`src/rtl/fsqrt_iter.sv`:
```
// Iterative floating-point square root: restoring digit recurrence producing
// BPC root bits per clock, round-to-nearest-even, flush-to-zero subnormals.
module fsqrt_iter #(
  parameter int EXP_W  = 8,
  parameter int FRAC_W = 23,
  parameter int BPC    = 1
) (
  input  logic                    clk,
  input  logic                    rst,
  input  logic                    in_valid,
  output logic                    in_ready,
  input  logic [EXP_W+FRAC_W:0]   x,
  output logic                    out_valid,
  input  logic                    out_ready,
  output logic [EXP_W+FRAC_W:0]   y,
  output logic                    flag_invalid
);

  localparam int N     = (FRAC_W + 2 + BPC - 1) / BPC;
  localparam int K     = N * BPC;
  localparam int EXTRA = K - FRAC_W - 2;
  localparam int SHIFT = 2 * K - 2 - FRAC_W;
  localparam int CNT_W = $clog2(N + 1);
  localparam int BIAS  = (1 << (EXP_W - 1)) - 1;
  localparam logic [K-1:0] LOW_MASK = {K{1'b1}} >> (K - EXTRA);
  localparam logic [EXP_W+FRAC_W:0] QNAN =
    {1'b0, {EXP_W{1'b1}}, 1'b1, {(FRAC_W-1){1'b0}}};
  localparam logic [EXP_W+FRAC_W:0] PINF =
    {1'b0, {EXP_W{1'b1}}, {FRAC_W{1'b0}}};

  typedef enum logic [1:0] {IDLE, BUSY, DONE} state_t;
  state_t state, state_nx;

  logic                 s_in;
  logic [EXP_W-1:0]     e_in;
  logic [FRAC_W-1:0]    f_in;
  logic                 special, spec_inv, accept, last;
  logic [EXP_W+FRAC_W:0] spec_y;
  logic [FRAC_W+1:0]    rad_init;
  logic [EXP_W-1:0]     exp_init, exp_r, exp_out;
  logic [2*K-1:0]       rad, rad_nx;
  logic [K+1:0]         rem, rem_nx, rem_sh, trial;
  logic [K-1:0]         root, root_nx;
  logic [CNT_W-1:0]     cnt;
  logic [FRAC_W:0]      sig;
  logic [FRAC_W+1:0]    sig_rnd;
  logic [FRAC_W-1:0]    frac_out;
  logic                 guard, sticky, inc;

  assign {s_in, e_in, f_in} = x;
  assign accept = in_valid && in_ready;
  assign last   = (cnt == CNT_W'(1));

  always_comb begin
    special  = 1'b1;
    spec_inv = 1'b0;
    spec_y   = '0;
    if (e_in == '0) begin
      spec_y = {s_in, {(EXP_W+FRAC_W){1'b0}}};
    end else if (e_in == '1 && f_in != '0) begin
      spec_y   = QNAN;
      spec_inv = ~f_in[FRAC_W-1];
    end else if (s_in) begin
      spec_y   = QNAN;
      spec_inv = 1'b1;
    end else if (e_in == '1) begin
      spec_y = PINF;
    end else begin
      special = 1'b0;
    end
  end

  // BIAS is odd, so an odd unbiased exponent means an even E; the radicand is
  // then doubled and (E+BIAS)>>1 gives the halved exponent in both cases.
  assign rad_init = e_in[0] ? {2'b01, f_in} : {1'b1, f_in, 1'b0};
  assign exp_init = (e_in >> 1) + EXP_W'(BIAS >> 1) + EXP_W'(e_in[0]);

  always_comb begin
    rad_nx  = rad;
    rem_nx  = rem;
    root_nx = root;
    rem_sh  = '0;
    trial   = '0;
    for (int unsigned i = 0; i < unsigned'(BPC); i++) begin
      rem_sh = {rem_nx[K-1:0], rad_nx[2*K-1 -: 2]};
      trial  = {root_nx, 2'b01};
      if (rem_sh >= trial) begin
        rem_nx  = rem_sh - trial;
        root_nx = {root_nx[K-2:0], 1'b1};
      end else begin
        rem_nx  = rem_sh;
        root_nx = {root_nx[K-2:0], 1'b0};
      end
      rad_nx = rad_nx << 2;
    end
  end

  always_comb begin
    sig      = root_nx[K-1 -: FRAC_W+1];
    guard    = root_nx[EXTRA];
    sticky   = ((root_nx & LOW_MASK) != '0) || (rem_nx != '0);
    inc      = guard && (sticky || sig[0]);
    sig_rnd  = {1'b0, sig} + (FRAC_W+2)'(inc);
    exp_out  = sig_rnd[FRAC_W+1] ? exp_r + EXP_W'(1) : exp_r;
    frac_out = sig_rnd[FRAC_W+1] ? '0 : sig_rnd[FRAC_W-1:0];
  end

  always_ff @(posedge clk or posedge rst) begin
    if (rst) state <= IDLE;
    else     state <= state_nx;
  end

  always_comb begin
    state_nx = state;
    unique case (state)
      IDLE:    if (in_valid) state_nx = special ? DONE : BUSY;
      BUSY:    if (last) state_nx = DONE;
      DONE:    if (out_ready) state_nx = IDLE;
      default: state_nx = IDLE;
    endcase
  end

  always_comb begin
    in_ready  = (state == IDLE);
    out_valid = (state == DONE);
  end

  always_ff @(posedge clk or posedge rst) begin
    if (rst) begin
      rad          <= '0;
      rem          <= '0;
      root         <= '0;
      cnt          <= '0;
      exp_r        <= '0;
      y            <= '0;
      flag_invalid <= 1'b0;
    end else if (accept) begin
      if (special) begin
        y            <= spec_y;
        flag_invalid <= spec_inv;
      end else begin
        rad          <= {rad_init, {SHIFT{1'b0}}};
        rem          <= '0;
        root         <= '0;
        cnt          <= CNT_W'(N);
        exp_r        <= exp_init;
        flag_invalid <= 1'b0;
      end
    end else if (state == BUSY) begin
      rad  <= rad_nx;
      rem  <= rem_nx;
      root <= root_nx;
      cnt  <= cnt - CNT_W'(1);
      if (last) y <= {1'b0, exp_out, frac_out};
    end
  end

endmodule

```
`config.mk`:
```
export PLATFORM = sky130hd
export DESIGN_NAME = fsqrt_iter
export DESIGN_NICKNAME = d
export VERILOG_FILES = /design/src/rtl/fsqrt_iter.sv
export SDC_FILE = /design/constraint.sdc
export NUM_CORES = 1
export LEC_CHECK = 0
export ABC_AREA = 1
export BUFFER_PORTS_ARGS = -buffer_cell sky130_fd_sc_hd__clkbuf_2
export CAP_MARGIN = 25
export CORE_ASPECT_RATIO = 0.6
export CORE_MARGIN = 5
export CORE_UTILIZATION = 50
export DETAILED_ROUTE_END_ITERATION = 16
export GPL_TIMING_DRIVEN = 0
export PLACE_DENSITY = 0.81
export SYNTH_ARGS = -nofsm -noshare
export SYNTH_HDL_FRONTEND = slang
export SYNTH_SLANG_ARGS = --single-unit
```
`constraint.sdc`:
```
create_clock -name clk -period 3.9 [get_ports clk]
set_input_delay 0.78 -clock clk [delete_from_list [all_inputs] [get_ports clk]]
set_output_delay 0.78 -clock clk [all_outputs]
set_load 0.03 [all_outputs]
```
==> impl_metrics.ini, run 1 <==
[grt]
grt_pass1_vias = 8621
grt_max_degree = 42
grtUsageTotal_pct = 29.3
grt.overflow.total = 0
antenna_found_initial = 0
grt_pass1_wl_um = 46100

[setup_path]
end_kind = flop
crit_slowest_cell = dfrtp_1
cp.required_ns = 4.20
cp_num_buf_inv = 5
critPathKind = reg2reg
cp.arrival_ns = 4.10
startpoint_type = flop
max_stage_delay_ns = 0.39
crit_family = simple AND/OR/NAND/NOR gates
critical_path.most_common_cell = nand2_2
critPathMaxFanout = 4

[synthesis]
synthFlopType = dfrtp_1
ys_types = 45
synthTopCellsByArea = dfrtp_1 (36%), nand2_1 (17%), inv_1 (8.9%)
synth_seq_cells = 123
syn_inst = 1241
yosysWarnings = 0
syn_area_um2 = 8450
seq_area_frac_synth_pct = 36.4
avgSynthCellArea_um2 = 6.81
synth-edff-count = 0
yosysTopAreaCellShare_pct = 36.4
syn_nets = 1311
async_flop_share_pct = 100
synth_top_cell_by_area = dfrtp_1

[placement]
io_buffers = 70
dpl_worst_slack_ns = -0.468
dp_hpwl_um = 21100
gp_congestion = 1.02

[route]
route.met3.wl_um = 4710
wl_met2_um = 12100
ant_nets = 0
firstDrtPassIters = 8
drc_errors = 0
vias = 9447
met1_length_um = 12700
post_drt_wl_per_cell_um = 18.6
topRoutingLayerUsed = met4
drt_iter0_markers = 1591
finalWirelength_um = 30100
vias_per_cell = 5.84

[floorplanning]
num_rows = 36
dieWidth_um = 178
core-area_um2 = 16400
start_util_pct = 51.6
die_h_um = 111
die_area_um2 = 19700
boundaryPins = 71

[sta]
slew_headroom_pct = 51.8
tightest_slew_ns = 0.722
finalHoldViolations = 0
setup_viol = 0
finalCriticalPeriod_ns = 3.80
timing.fmax_mhz = 263
fin_crit_sh_pct = 97.4
worst_slack_ns = 0.102
slew_viol_final = 0
hold_ws_ns = 0.282
finClkSkew_ns = 0.00983

[cells_and_area]
area_growth_syn_to_layout_pct = 26.4
diodes = 0
final_util_pct = 65.2
drive_gt1_share_pct = 20.4
layout.nets = 1450

[clocking]
cts.sinks = 123
insertion_delay_ns = 0.43
numCtsBuffers = 17
clk_path_buf_depth = 2
clk_pin_slew_worst_paths_ns = 0.05
cts_hold_buf = 0
cts_tree = yes
h-tree-depth = 4
cts-root-buf = clkbuf_16

[min_path]
min_path_type = in2async

[job]
drv_cap = 0

[status]
status = completed
-- state kept, by name, summed over array words and instances, names as in the netlist --
register,cells
exp_r,8
cnt,5
rad,25
flag_invalid,1
y,32
state,2
root,25
rem,25
-- worst paths after layout --
kind / from / end / slack (ns) / depth (start not counted)
worst max-delay path: root[7] / y[27] / 0.10 / 27
worst min-delay path: rst / y[29] / 0.28 / 2
worst max register to register: root[7] / y[27] / 0.10 / 27
worst min register to register: y[21] / y[21] / 0.49 / 2
max in group asynchronous: rst / rem[18] / 2.86 / 4
min in group clk: y[21] / y[21] / 0.49 / 2
-- synth_stat cells, types with 3 or more instances --
cell type  number
o21ai_1         5
nand3_2         3
inv_2          16
o31ai_1         4
xor2_1         18
nand2_2         7
buf_2           3
dfrtp_1       123
inv_1         201
nor3_1          9
o211ai_1       20
a32o_1          3
nor2_4          4
nand2_1       382
ha_1           34
nand4_1        30
a21oi_1        32
o21bai_1        4
nor2_2          5
clkbuf_1       29
nor2_1         90
nand3_1        49
o21ai_0        95
nor4_1          6
a22o_1          3
o22ai_1        38
xnor2_1         4
-- cell families after synthesis --
group           count (synthesis)  share of synthesized area [%]
compound gates                215                           14.8
xor+xnor                       22                           2.28
flops                         123                           36.4
simple gates                  593                           29.9
buf+inv                       254                           11.5
fa+ha+maj                      34                           5.03
-- layout by cell type (no fill, tap or decap), types with 17 or more instances in the layout --
master and count:
ha_4 26, nand4_1 30, a21oi_1 32, o22ai_1 38, nand2_1 355, clkbuf_16 17
nor2_1 82, xor2_1 18, o211ai_1 20, dfrtp_1 120, inv_1 179, nand2_2 26
buf_4 46, clkbuf_2 70, inv_2 34, clkbuf_1 31, nand3_1 48, o21ai_0 94
-- layer usage --
layer | up-vias | global-route usage, %
li1 | 4275 | -
met1 | 4386 | 45.3
met2 | 708 | 38.7
met3 | 78 | 10.3
met4 | 0 | 6.75
met5 | - | 0
-- stage by stage --
| step | instances | setup TNS [ns] | cell area [um2] |
|---|---|---|---|
| 6_report | 1619 | 0 | 10700 |
| 2_1_floorplan | 1241 | 0 | 8460 |
| 4_1_cts | 1598 | 0 | 10300 |
| 3_5_place_dp | 1542 | -8.28 | 9150 |
| 3_3_place_gp | 1539 | -4.66 | 9090 |
| 5_1_grt | 1619 | -0.0674 | 10700 |
-- what timing repair did --
action | in CTS | in global routing
setup endpoints to repair | 29 | 29
setup buffers | 26 | 20
pin swaps | 17 | 21
resized for setup | 59 | 59
-- layout make-up --
type / instances / area, um2
Fill cell: 1343 / 5710
Multi-Input combinational cell: 864 / 4960
Sequential cell: 123 / 3080
Inverter: 218 / 830
Timing Repair Buffer: 120 / 767
Clock buffer: 21 / 460
Tap cell: 228 / 285
Buffer: 36 / 158
Clock inverter: 9 / 145
Power of run 1 is left out: the tool's default activity adds up to more than one toggle a clock period on the data nets, which glitch-free logic cannot reach.
==> run 2, diff against run 1 <==
==> constraint.sdc (replaced) <==
create_clock -name clk -period 3.9 [get_ports clk]
set_input_delay 0.585 -clock clk [delete_from_list [all_inputs] [get_ports clk]]
set_output_delay 0.585 -clock clk [all_outputs]
set_load 0.03 [all_outputs]
==> run 2 against run 1 <==
  * Cell area fell by 2.1%
  * Wire length fell by 3.0%
  * Sequential cell count did not move
  * Largest cell class unchanged
  * Clock skew barely moved
  * Critical path depth fell by 1
  * Non-clock buffer count fell by 18
  * Global-route usage rose by 0.24 points
  * Critical path type unchanged
  * Worst hold slack got worse by 0.12 ns
  * Cell count fell by 0.99%
==> impl_metrics.ini, run 2 (same netlist as run 1, synthesis figures left out) <==
[status]
status = completed

[route]
drt_iter0_markers = 1569
vias = 9309
vias_per_cell = 5.81
ant_nets = 0
finalWirelength_um = 29200
post_drt_wl_per_cell_um = 18.2
drc_errors = 0
firstDrtPassIters = 7

[sta]
slew_headroom_pct = 50.2
finalCriticalPeriod_ns = 3.76
finClkSkew_ns = 0.00992
setup_viol = 0
fin_crit_sh_pct = 96.3
slew_viol_final = 0
tightest_slew_ns = 0.747
timing.fmax_mhz = 266
finalHoldViolations = 0

[floorplanning]
die_h_um = 111
boundaryPins = 71
num_rows = 36
start_util_pct = 51.6
dieWidth_um = 178
core-area_um2 = 16400
die_area_um2 = 19700

[placement]
dp_hpwl_um = 21300
gp_congestion = 1.01
dp_cells = 1540
placedInstanceArea_um2 = 9120
io_buffers = 70

[clocking]
insertion_delay_ns = 0.43
cts_tree = yes
h-tree-depth = 4
cts_hold_buf = 0
cts-root-buf = clkbuf_16
numCtsBuffers = 17
clk_pin_slew_worst_paths_ns = 0.06
clk_path_buf_depth = 2
cts.sinks = 123

[setup_path]
startpoint = root[16]
cp.arrival_ns = 4.11
end_kind = flop
startpoint_type = flop
critPathMaxFanout = 7
critPathKind = reg2reg
rr_startpoint = root[16]
cp.required_ns = 4.26

[cells_and_area]
final_cell_mix = nand2_1 (371), inv_1 (182), dfrtp_1 (123)
fillers = 1367
largest_reg_flops = 32
regMostFlops = y
fin_cells = 1603
area_growth_syn_to_layout_pct = 23.8
drive_gt1_share_pct = 18.0
register_area_um2 = 3080
design_area_um2 = 10500
final_util_pct = 63.8
diodes = 0
layout_commonest_cell = nand2_1
multi_input_area_um2 = 4850
layout.nets = 1432

[grt]
antenna_found_initial = 0
grt_max_degree = 80
grt_pass1_vias = 8725
grt_pass1_wl_um = 46200
grtUsageTotal_pct = 29.6
grt.overflow.total = 0

[min_path]
min_path_type = in2async

[job]
drv_cap = 0
-- run 2: changes by cell type in the layout (fill, tap and decap cells not counted), sizes merged --
cell	change
clkbuf	-2
clkinvlp	+2
bufinv	+1
buf	-18
inv	+2
clkinv	-1
-- run 2: area by class of cell --
class | count | share of cell area [%]
clock buffers | 19 | 4.23
plain buffers | 36 | 1.51
flip-flops and latches | 123 | 29.4
multi-input cells | 864 | 46.3
clock inverters | 13 | 2.07
well taps | 228 | 2.73
repair buffers | 102 | 5.84
inverters | 218 | 7.89
-- run 2: metal layers --
metal	vias up	part of all wire, %	routed length (um)	global-route usage, %
met1	4366	43	12700	44.1
li1	4234	-	-	-
met2	642	40	11600	40.5
met5	-	0	0	0
met3	67	15	4350	10.6
met4	0	1.9	558	7.31
-- run 2: final timing paths --
path                                  to  slack (ns)  depth (start not counted)
max in group asynchronous        rad[45]        2.99                          3
worst min register to register      y[3]        0.49                          2
worst max-delay path               y[28]        0.14                         26
worst min-delay path               y[26]        0.16                          2
min in group clk                state[1]        0.32                          2
worst max register to register     y[28]        0.14                         26
-- run 2: critical path, stage by stage (launching register included) --
cell     delay (ns)
dfrtp_1        0.37
inv_2          0.09
ha_4           0.31
nand2_2        0.11
nor2_4         0.14
nand2_2        0.11
nor3_4         0.18
nand3_2        0.16
nand3_4        0.12
nand2_1        0.09
inv_2          0.07
ha_2           0.18
nand2_2        0.09
nor2_4         0.12
nand2_2        0.08
nor2_4         0.12
inv_2          0.06
nor2_4         0.13
nand2_4        0.08
nor3_4         0.13
nand2_2        0.12
nor2_8         0.18
nand2_8        0.10
nor3_4         0.15
xor2_1         0.16
nand2_1        0.10
a21oi_2        0.14
-- run 2: through the flow --
| stage | setup TNS [ns] | hold slack [ns] | setup slack (ns) |
|---|---|---|---|
| 6_report | 0 | 0.163 | 0.145 |
| 5_1_grt | -0.0500 | 0.192 | -0.0170 |
| 4_1_cts | 0 | 0.174 | 0.0235 |
| 3_5_place_dp | -11.49 | 0.478 | -0.595 |
| 3_3_place_gp | -158.34 | 0.467 | -1.25 |
| 2_1_floorplan | 0 | 0.453 | 0.0441 |
-- run 2: what timing repair did --
action,CTS,global route
endpoints found under the setup margin,29,26
pin swaps,11,10
buffers inserted,24,6
resized for setup,68,14
Power of run 2 is left out for the same reason.
